==> src/rtl/bcd_entry_to_bin_if.sv <==
// Signal bundle between the operator switch/button panel and the BCD entry block.
// The master side drives the raw panel inputs; the slave side returns the accepted value and digit echoes.
interface bcd_entry_to_bin_if #(
  parameter int OUT_WIDTH = 6
);
  logic [3:0]           digit_in;
  logic                 enter_btn;
  logic                 clear_btn;
  logic [OUT_WIDTH-1:0] value_out;
  logic                 value_valid;
  logic                 err;
  logic [3:0]           tens_digit;
  logic [3:0]           units_digit;
  logic [1:0]           entry_state;

  modport master (
    output digit_in, enter_btn, clear_btn,
    input  value_out, value_valid, err, tens_digit, units_digit, entry_state
  );

  modport slave (
    input  digit_in, enter_btn, clear_btn,
    output value_out, value_valid, err, tens_digit, units_digit, entry_state
  );
endinterface

==> src/rtl/bcd_entry_to_bin.sv <==
// Two-digit decimal entry from slide switches plus debounced ENTER/CLEAR buttons.
// The result is rebuilt into a range-checked binary value, and the entered digits are echoed for display.
module bcd_entry_to_bin #(
  parameter int DEBOUNCE_CYCLES = 16,
  parameter int OUT_WIDTH       = 6,
  parameter int MAX_VALUE       = 63
) (
  input  logic              clk,
  input  logic              rst_n,
  bcd_entry_to_bin_if.slave bus
);
  localparam int              CW       = $clog2(DEBOUNCE_CYCLES);
  localparam logic [CW-1:0]   CNT_LAST = CW'(DEBOUNCE_CYCLES - 1);
  localparam logic [6:0]      MAX_SUM  = 7'(MAX_VALUE);

  typedef enum logic [1:0] {
    ST_TENS  = 2'd0,
    ST_UNITS = 2'd1,
    ST_DONE  = 2'd2,
    ST_ERR   = 2'd3
  } state_t;

  // Button index 0 is ENTER, index 1 is CLEAR.
  logic [1:0]         w_raw;
  logic [1:0]         r_sync1;
  logic [1:0]         r_sync2;
  logic [1:0]         r_db;
  logic [1:0]         r_db_prev;
  logic [1:0]         r_press;
  logic [1:0][CW-1:0] r_cnt;

  assign w_raw = {bus.clear_btn, bus.enter_btn};

  // Synchronise, debounce and edge-detect both buttons
  always_ff @(posedge clk) begin
    if (!rst_n) begin
      r_sync1   <= 2'b00;
      r_sync2   <= 2'b00;
      r_db      <= 2'b00;
      r_db_prev <= 2'b00;
      r_press   <= 2'b00;
      r_cnt     <= '0;
    end else begin
      r_sync1   <= w_raw;
      r_sync2   <= r_sync1;
      r_db_prev <= r_db;
      r_press   <= r_db & ~r_db_prev;
      for (int i = 0; i < 2; i++) begin
        if (r_sync2[i] == r_db[i]) begin
          r_cnt[i] <= '0;
        end else if (r_cnt[i] == CNT_LAST) begin
          r_db[i]  <= r_sync2[i];
          r_cnt[i] <= '0;
        end else begin
          r_cnt[i] <= r_cnt[i] + CW'(1);
        end
      end
    end
  end

  state_t               r_state;
  state_t               w_state_nx;
  logic [3:0]           r_tens;
  logic [3:0]           w_tens_nx;
  logic [3:0]           r_units;
  logic [3:0]           w_units_nx;
  logic [OUT_WIDTH-1:0] r_value;
  logic [OUT_WIDTH-1:0] w_value_nx;
  logic                 r_valid;
  logic                 w_valid_nx;
  logic                 r_err;
  logic                 w_digit_ok;
  logic [6:0]           w_sum;

  assign w_digit_ok = (bus.digit_in <= 4'd9);
  // r_tens never exceeds 9 in UNITS, so the sum stays within 99 and fits 7 bits
  assign w_sum      = ({3'b000, r_tens} * 7'd10) + {3'b000, bus.digit_in};

  // Entry FSM: next state, digit latches and value update
  always_comb begin
    w_state_nx = r_state;
    w_tens_nx  = r_tens;
    w_units_nx = r_units;
    w_value_nx = r_value;
    w_valid_nx = 1'b0;
    if (r_press[1]) begin
      w_state_nx = ST_TENS;
      w_tens_nx  = 4'd0;
      w_units_nx = 4'd0;
    end else if (r_press[0]) begin
      case (r_state)
        ST_TENS, ST_DONE: begin
          if (!w_digit_ok) begin
            w_state_nx = ST_ERR;
          end else begin
            w_tens_nx  = bus.digit_in;
            w_units_nx = 4'd0;
            w_state_nx = ST_UNITS;
          end
        end
        ST_UNITS: begin
          if (!w_digit_ok) begin
            w_state_nx = ST_ERR;
          end else begin
            w_units_nx = bus.digit_in;
            if (w_sum > MAX_SUM) begin
              w_state_nx = ST_ERR;
            end else begin
              w_value_nx = OUT_WIDTH'(w_sum);
              w_valid_nx = 1'b1;
              w_state_nx = ST_DONE;
            end
          end
        end
        ST_ERR: begin
          w_state_nx = ST_ERR;
        end
        default: begin
          w_state_nx = ST_TENS;
        end
      endcase
    end else begin
      w_state_nx = r_state;
    end
  end

  // FSM state and registered outputs
  always_ff @(posedge clk) begin
    if (!rst_n) begin
      r_state <= ST_TENS;
      r_tens  <= 4'd0;
      r_units <= 4'd0;
      r_value <= '0;
      r_valid <= 1'b0;
      r_err   <= 1'b0;
    end else begin
      r_state <= w_state_nx;
      r_tens  <= w_tens_nx;
      r_units <= w_units_nx;
      r_value <= w_value_nx;
      r_valid <= w_valid_nx;
      r_err   <= (w_state_nx == ST_ERR);
    end
  end

  assign bus.value_out   = r_value;
  assign bus.value_valid = r_valid;
  assign bus.err         = r_err;
  assign bus.tens_digit  = r_tens;
  assign bus.units_digit = r_units;
  assign bus.entry_state = r_state;
endmodule

==> src/flat_wrapper.sv <==
// flat-port wrapper written by rule: the top's interface ports become plain ports
module bcd_entry_to_bin_flat 
#(
  parameter int DEBOUNCE_CYCLES = 16,
  parameter int OUT_WIDTH       = 6,
  parameter int MAX_VALUE       = 63
)
  (clk, rst_n, bus_digit_in, bus_enter_btn, bus_clear_btn, bus_value_out, bus_value_valid, bus_err, bus_tens_digit, bus_units_digit, bus_entry_state);
  bcd_entry_to_bin_if #(.OUT_WIDTH(OUT_WIDTH)) bus_i ();
  input  logic clk;
  input  logic rst_n;
  input wire logic [$bits(bus_i.digit_in)-1:0] bus_digit_in;
  input wire logic [$bits(bus_i.enter_btn)-1:0] bus_enter_btn;
  input wire logic [$bits(bus_i.clear_btn)-1:0] bus_clear_btn;
  output wire logic [$bits(bus_i.value_out)-1:0] bus_value_out;
  output wire logic [$bits(bus_i.value_valid)-1:0] bus_value_valid;
  output wire logic [$bits(bus_i.err)-1:0] bus_err;
  output wire logic [$bits(bus_i.tens_digit)-1:0] bus_tens_digit;
  output wire logic [$bits(bus_i.units_digit)-1:0] bus_units_digit;
  output wire logic [$bits(bus_i.entry_state)-1:0] bus_entry_state;
  assign bus_i.digit_in = bus_digit_in;
  assign bus_i.enter_btn = bus_enter_btn;
  assign bus_i.clear_btn = bus_clear_btn;
  assign bus_value_out = bus_i.value_out;
  assign bus_value_valid = bus_i.value_valid;
  assign bus_err = bus_i.err;
  assign bus_tens_digit = bus_i.tens_digit;
  assign bus_units_digit = bus_i.units_digit;
  assign bus_entry_state = bus_i.entry_state;
  bcd_entry_to_bin #(.DEBOUNCE_CYCLES(DEBOUNCE_CYCLES), .OUT_WIDTH(OUT_WIDTH), .MAX_VALUE(MAX_VALUE)) u_core (.clk(clk), .rst_n(rst_n), .bus(bus_i));
endmodule
==> config.mk <==
export PLATFORM = sky130hd
export DESIGN_NAME = bcd_entry_to_bin_flat
export DESIGN_NICKNAME = d
export VERILOG_FILES = /design/src/rtl/bcd_entry_to_bin_if.sv /design/src/rtl/bcd_entry_to_bin.sv /design/src/flat_wrapper.sv
export SDC_FILE = /design/constraint.sdc
export NUM_CORES = 1
export LEC_CHECK = 0
export ABC_AREA = 1
export CORE_MARGIN = 2
export CORE_UTILIZATION = 65
export DETAILED_ROUTE_END_ITERATION = 12
export DONT_BUFFER_PORTS = 1
export PLACE_DENSITY = 0.79
export SLEW_MARGIN = 25
export SYNTH_ARGS = -nofsm -noshare
export SYNTH_HDL_FRONTEND = slang
export SYNTH_SLANG_ARGS = --single-unit
==> constraint.sdc <==
create_clock -name clk -period 4.35 [get_ports clk]
set_input_delay 0 -clock clk [delete_from_list [all_inputs] [get_ports clk]]
set_output_delay 0 -clock clk [all_outputs]
set_load 0.01 [all_outputs]
== Word level (Yosys, flattened, before mapping) ==
Cells that the tools add are included.
Word-level totals
  register bits after elaboration: 36
  logic and storage cells: 62
  bits in latches: 0
  memory bits (writable): 0
  input bits: 8
  ROM bits: 0
  memories kept: 0
Cells by class
  shifts and indexed selects: 0
  multipliers: 1
  bitwise gates (word level): 10
  mux-type cells: 10
  reductions and logical operators: 12
  equality and inequality tests: 10
  add/subtract/negate cells: 3
  $lt $le $gt $ge: 2
  divide/modulo/power cells: 0
Operators by type and width (number)
  $add 4x1->4 const B: 2
  $eq 4x4->1 const B: 2
  $mux 2: 4
  $mux 4: 2
  $not 1->1: 8
  $pmux 4 s2: 1
  $add 7x4->7: 1
  $gt 7x6->1 const B: 1
  $eq 2x2->1 const B: 3
  $mul 4x3->6 const B: 1
  $pmux 2 s3: 1
  $reduce_or 3->1: 2
  $reduce_and 5->1: 1
  $reduce_or 5->1: 1
  $le 4x4->1 const B: 1
  $ne 2x1->1 const B: 2
  $reduce_and 2->1: 2
  $reduce_and 4->1: 1
  $reduce_or 2->1: 2
  $reduce_and 3->1: 1
  $and 2x2->2: 1
  $eq 1x1->1: 2
  $eq 2x1->1 const B: 1
  $logic_not 2->1: 1
  other kinds (3): 4

== Longest topological paths before layout ==
  depth in word-level cells: 9
  gate-level depth with buffers: 12
  gate-level depth less buffers: 12

== Worst setup path after synthesis ==
Ideal clock, no wire load.
  path type: reg-to-reg
  start point: register u_core.r_tens[1] (netlist: u_core.bus.tens_digit[1])
  end point: register u_core.r_value[0] (netlist: u_core.bus.value_out[0])
  buffers on the path: 0
  required time: 4240 ps
  arrival: 2034 ps
  period minus slack after synthesis: 2144 ps
  stages on the path, launching flop included: 13
  slack: 2206 ps
  path through: dfxtp_1 ha_1 ha_1 inv_1 fa_1 nor2_4 nand3_1 nand3_2 nand2_4 nand3_4 nand2_1 inv_1 nor2_1
On the way
  cells in the longest elaborated chain, start to end: 5
Ends and longest elaborated chain
  start: declaration: RTL line bcd_entry_to_bin.sv:63  | logic [3:0] r_tens;
  start signal: assignment: RTL line bcd_entry_to_bin.sv:138  | r_tens <= w_tens_nx;
  $mul 4x3->6: RTL line bcd_entry_to_bin.sv:77  | assign w_sum = ({3'b000, r_tens} * 7'd10) + {3'b000, bus.digit_in};
  $add 7x4->7: RTL line bcd_entry_to_bin.sv:77
  $gt 7x6->1: RTL line bcd_entry_to_bin.sv:106  | if (w_sum > MAX_SUM) begin
  $not 1->1 (no source line)
  $reduce_and 5->1 (no source line)
  end signal: assignment: RTL line bcd_entry_to_bin.sv:140  | r_value <= w_value_nx;
  end: declaration: RTL line bcd_entry_to_bin.sv:67  | logic [OUT_WIDTH-1:0] r_value;
Every way passes these cells.
A chain may end at the register's enable or synchronous reset.

== Worst setup path in the final report ==
  start point: register u_core.r_tens[1] (netlist: u_core.bus.tens_digit[1])
  end point: register u_core.r_value[2] (netlist: u_core.bus.value_out[2])
On the way
  cells in the longest elaborated chain, start to end: 5
Ends and longest elaborated chain (RTL line)
  $mul 4x3->6 *: bcd_entry_to_bin.sv:77
  $add 7x4->7 *: bcd_entry_to_bin.sv:77
  $gt 7x6->1: bcd_entry_to_bin.sv:106
  $not 1->1 (no source line)
  $reduce_and 5->1 (no source line)
Mark *: on every way between the ends. The rest lies on a longest branch, timed or not.

==> results.sh <==
export IMPL_ir_drop_mv=0.343
export IMPL_n_fill_cell=198
export IMPL_detail_route_wl_per_cell_um=12.6
export IMPL_grt_ovfl_total=0
export IMPL_clk_pin_slew_worst_paths_ns=0.11
export IMPL_multiInputGateArea_um2=757
export IMPL_timing_critical_path_required_ns=4.59
export IMPL_synth_fp_nets=227
export IMPL_cts_setup_buffers=0
export IMPL_hold_buffers=7
export IMPL_synth_area_um2=1640
export IMPL_hold_class="input pin to register"
export IMPL_n_antenna_cell=0
export IMPL_drc_errors=0
export IMPL_worstMarginPinSlew_ns=0.524
export IMPL_synthAdderAreaFrac_pct=9.31
export IMPL_grt_pass1_wl_um=5050
export IMPL_synth_area_mux_share_pct=0
export IMPL_final_layout_size_suffix_gt1_share_pct=11.4
export IMPL_r2r_slack_ns=1.95
export IMPL_start_util_pct=67.4
export IMPL_holdWs_ns=0.00387
export IMPL_port_buffers=0
export IMPL_avgSynthCellArea_um2=7.89
export IMPL_min_delay_start="bus_digit_in[1]"
export IMPL_slew_viol_final=0
export IMPL_grt_pass1_vias=1275
export IMPL_postRouteAntennaNets=0
export IMPL_stdcell_count=250
export IMPL_r2r_start="u_core.bus.tens_digit[1]"
export IMPL_cts_root_buffer="clkbuf_4"
export IMPL_grt_max_degree=18
export IMPL_ys_warn_count=0
export IMPL_coreArea_um2=2430
export IMPL_slew_limit_headroom_pct=65.0
export IMPL_cp_data_arrival_time_ns=2.64
export IMPL_routed_wl_um=3150
export IMPL_cp_startpoint="u_core.bus.tens_digit[1]"
export IMPL_yosysSeqAreaShare_pct=43.9
export IMPL_cp_end_kind="register"
export IMPL_ys_ff_latch=36
export IMPL_rows=18
export IMPL_crit_path_max_fanout=8
export IMPL_finalHoldViolCount=0
export IMPL_dp_slack_ns=1.99
export IMPL_leakage_nw=0.812
export IMPL_drtPass1Iterations=5
export IMPL_hold_path_cell_count=5
export IMPL_rsz0062_at_grt="no"
export IMPL_synth_xor_area_share_pct=3.74
export IMPL_synth_cells=208
export IMPL_die_area_um2=2940
export IMPL_numCtsBuffers=5
export IMPL_vias=1339
export IMPL_final_cell_mix="44 x nand2_1, 36 x dfxtp_1, 29 x inv_1"
export IMPL_area_delta_synth_final_pct=10.3
export IMPL_clock_latency_ns=0.35
export IMPL_setup_viol=0
export IMPL_synth_compound_area_share_pct=6.25
export IMPL_cap_violations=0
export IMPL_reg2reg_depth=12
export IMPL_hpwl_um=2260
export IMPL_min_period_ns=2.40
export IMPL_grt_usage_pct=24.4
export IMPL_cts_path_max_buffers=2
export IMPL_die_x_um=54.2
export IMPL_layout_setup_ws_ns=1.95
export IMPL_layout_nets=238
export IMPL_place_congestion=0.796
export IMPL_htreeDepth=2
export IMPL_fmax_mhz=417
export IMPL_cts_tree="done"
export IMPL_yosys_area_share_simple_pct=26.8
export IMPL_synth_top_family_by_area="simple AND/OR/NAND/NOR gates"
export IMPL_timing_rr_end="u_core.bus.value_out[2]"
export IMPL_antenna_found_initial=0
export IMPL_mostFrequentLayoutCell="nand2_1"
export IMPL_cp_start_kind="register"
export IMPL_status="complete, no violations"
export IMPL_die_h_um=54.2
export IMPL_cts_sinks=36
export IMPL_p_per_area_nw_per_um2=322
export IMPL_tns_ns=0
export IMPL_fin_crit_sh_pct=55.1
export IMPL_synth_cell_types=24
export IMPL_dp_cells=235
export IMPL_clock_skew_ns=0.0115
export IMPL_drtIter0Drc=34
export IMPL_vias_per_cell=5.36
export IMPL_final_util_pct=74.4
export IMPL_worstHoldEndpoint="u_core.bus.value_out[1]"
export IMPL_ctsResizeCount=0
export IMPL_top_level_ports=26
export IMPL_path_class="register to register"
export IMPL_regArea_um2=721
flip-flops by register name, indices dropped and copies added (netlist names):
| signal | flops |
|---|---|
| u_core.bus.entry_state | 2 |
| u_core.bus.err | 1 |
| u_core.bus.tens_digit | 4 |
| u_core.bus.units_digit | 4 |
| u_core.bus.value_out | 6 |
| u_core.bus.value_valid | 1 |
| u_core.r_cnt | 8 |
| u_core.r_db | 2 |
| u_core.r_db_prev | 2 |
| u_core.r_press | 2 |
| u_core.r_sync1 | 2 |
| u_core.r_sync2 | 2 |
per-layer routing:
metal / global-route usage [%] / vias up / wire (um)
li1: - / 676 / -
met1: 24.6 / 601 / 1300
met2: 43.2 / 47 / 1620
met3: 8.74 / 15 / 136
met4: 13.8 / 0 / 87
met5: 0 / - / 0
layout make-up:
| class | instances | share of cell area, % |
|---|---|---|
| flip-flops and latches | 36 | 39.8 |
| clock buffers | 6 | 2.28 |
| multi-input cells | 130 | 41.8 |
| repair buffers | 7 | 3.87 |
| well taps | 30 | 2.07 |
| inverters | 39 | 8.16 |
| clock inverters | 2 | 1.94 |
logic make-up after synthesis:
group / Yosys count
AO/OA/AOI/OAI: 20
XOR/XNOR: 7
AND/OR/NAND/NOR: 92
buffers and inverters: 42
flip-flops: 36
adder cells (fa/ha/maj): 11
synthesized netlist by cell type:
| cell type | number | share of area [%] |
|---|---|---|
| o21ai_1 | 5 | 1.5 |
| ha_1 | 9 | 6.9 |
| nand2_4 | 1 | 0.69 |
| nor2_1 | 20 | 4.6 |
| or2_2 | 1 | 0.38 |
| nand2_1 | 44 | 10 |
| xnor2_1 | 4 | 2.1 |
| o211ai_1 | 1 | 0.46 |
| buf_4 | 1 | 0.46 |
| dfxtp_1 | 36 | 44 |
| inv_2 | 9 | 2.1 |
| fa_1 | 2 | 2.4 |
| nand2_2 | 1 | 0.38 |
| nor2_4 | 2 | 1.4 |
| nand4_1 | 7 | 2.7 |
| nand3_4 | 2 | 2.1 |
| xor2_1 | 3 | 1.6 |
| a21oi_1 | 12 | 3.7 |
| nand3_2 | 1 | 0.61 |
| clkinv_2 | 1 | 0.30 |
| inv_1 | 29 | 6.6 |
| nand3_1 | 13 | 4.0 |
| o21ai_0 | 2 | 0.61 |
| clkbuf_1 | 2 | 0.46 |
how the worst max path moves through the flow:
stage                                          to
after floorplan           u_core.bus.value_out[0]
after global placement    u_core.bus.value_out[1]
after detailed placement  u_core.bus.value_out[0]
after CTS                 u_core.bus.value_out[0]
after global routing      u_core.bus.value_out[0]
final                     u_core.bus.value_out[2]
through the flow:
step | total power, W | area (um^2)
3_3_place_gp | 0.000352 | 1660
5_1_grt | 0.000600 | 1810
4_1_cts | 0.000584 | 1810
6_report | 0.000582 | 1810
2_1_floorplan | 0.000352 | 1640
3_5_place_dp | 0.000352 | 1660
where the power goes:
part           switching [W]  leakage [nW]  internal [W]   total, W
clock               0.000109        0.0422      0.000120   0.000230
combinational      0.0000108         0.479    0.00000871  0.0000195
sequential        0.00000113         0.291      0.000332   0.000333
worst max-delay path, cell delays in order (launching register included):
cell	delay, ns
dfxtp_1	0.52
ha_1	0.30
ha_1	0.21
inv_1	0.08
fa_1	0.48
nor2_4	0.18
nand3_1	0.10
nand3_2	0.09
nand2_4	0.09
nand3_4	0.10
nand2_1	0.06
inv_1	0.05
nor2_1	0.04
Note: power is estimated with default switching activity, not from simulation.
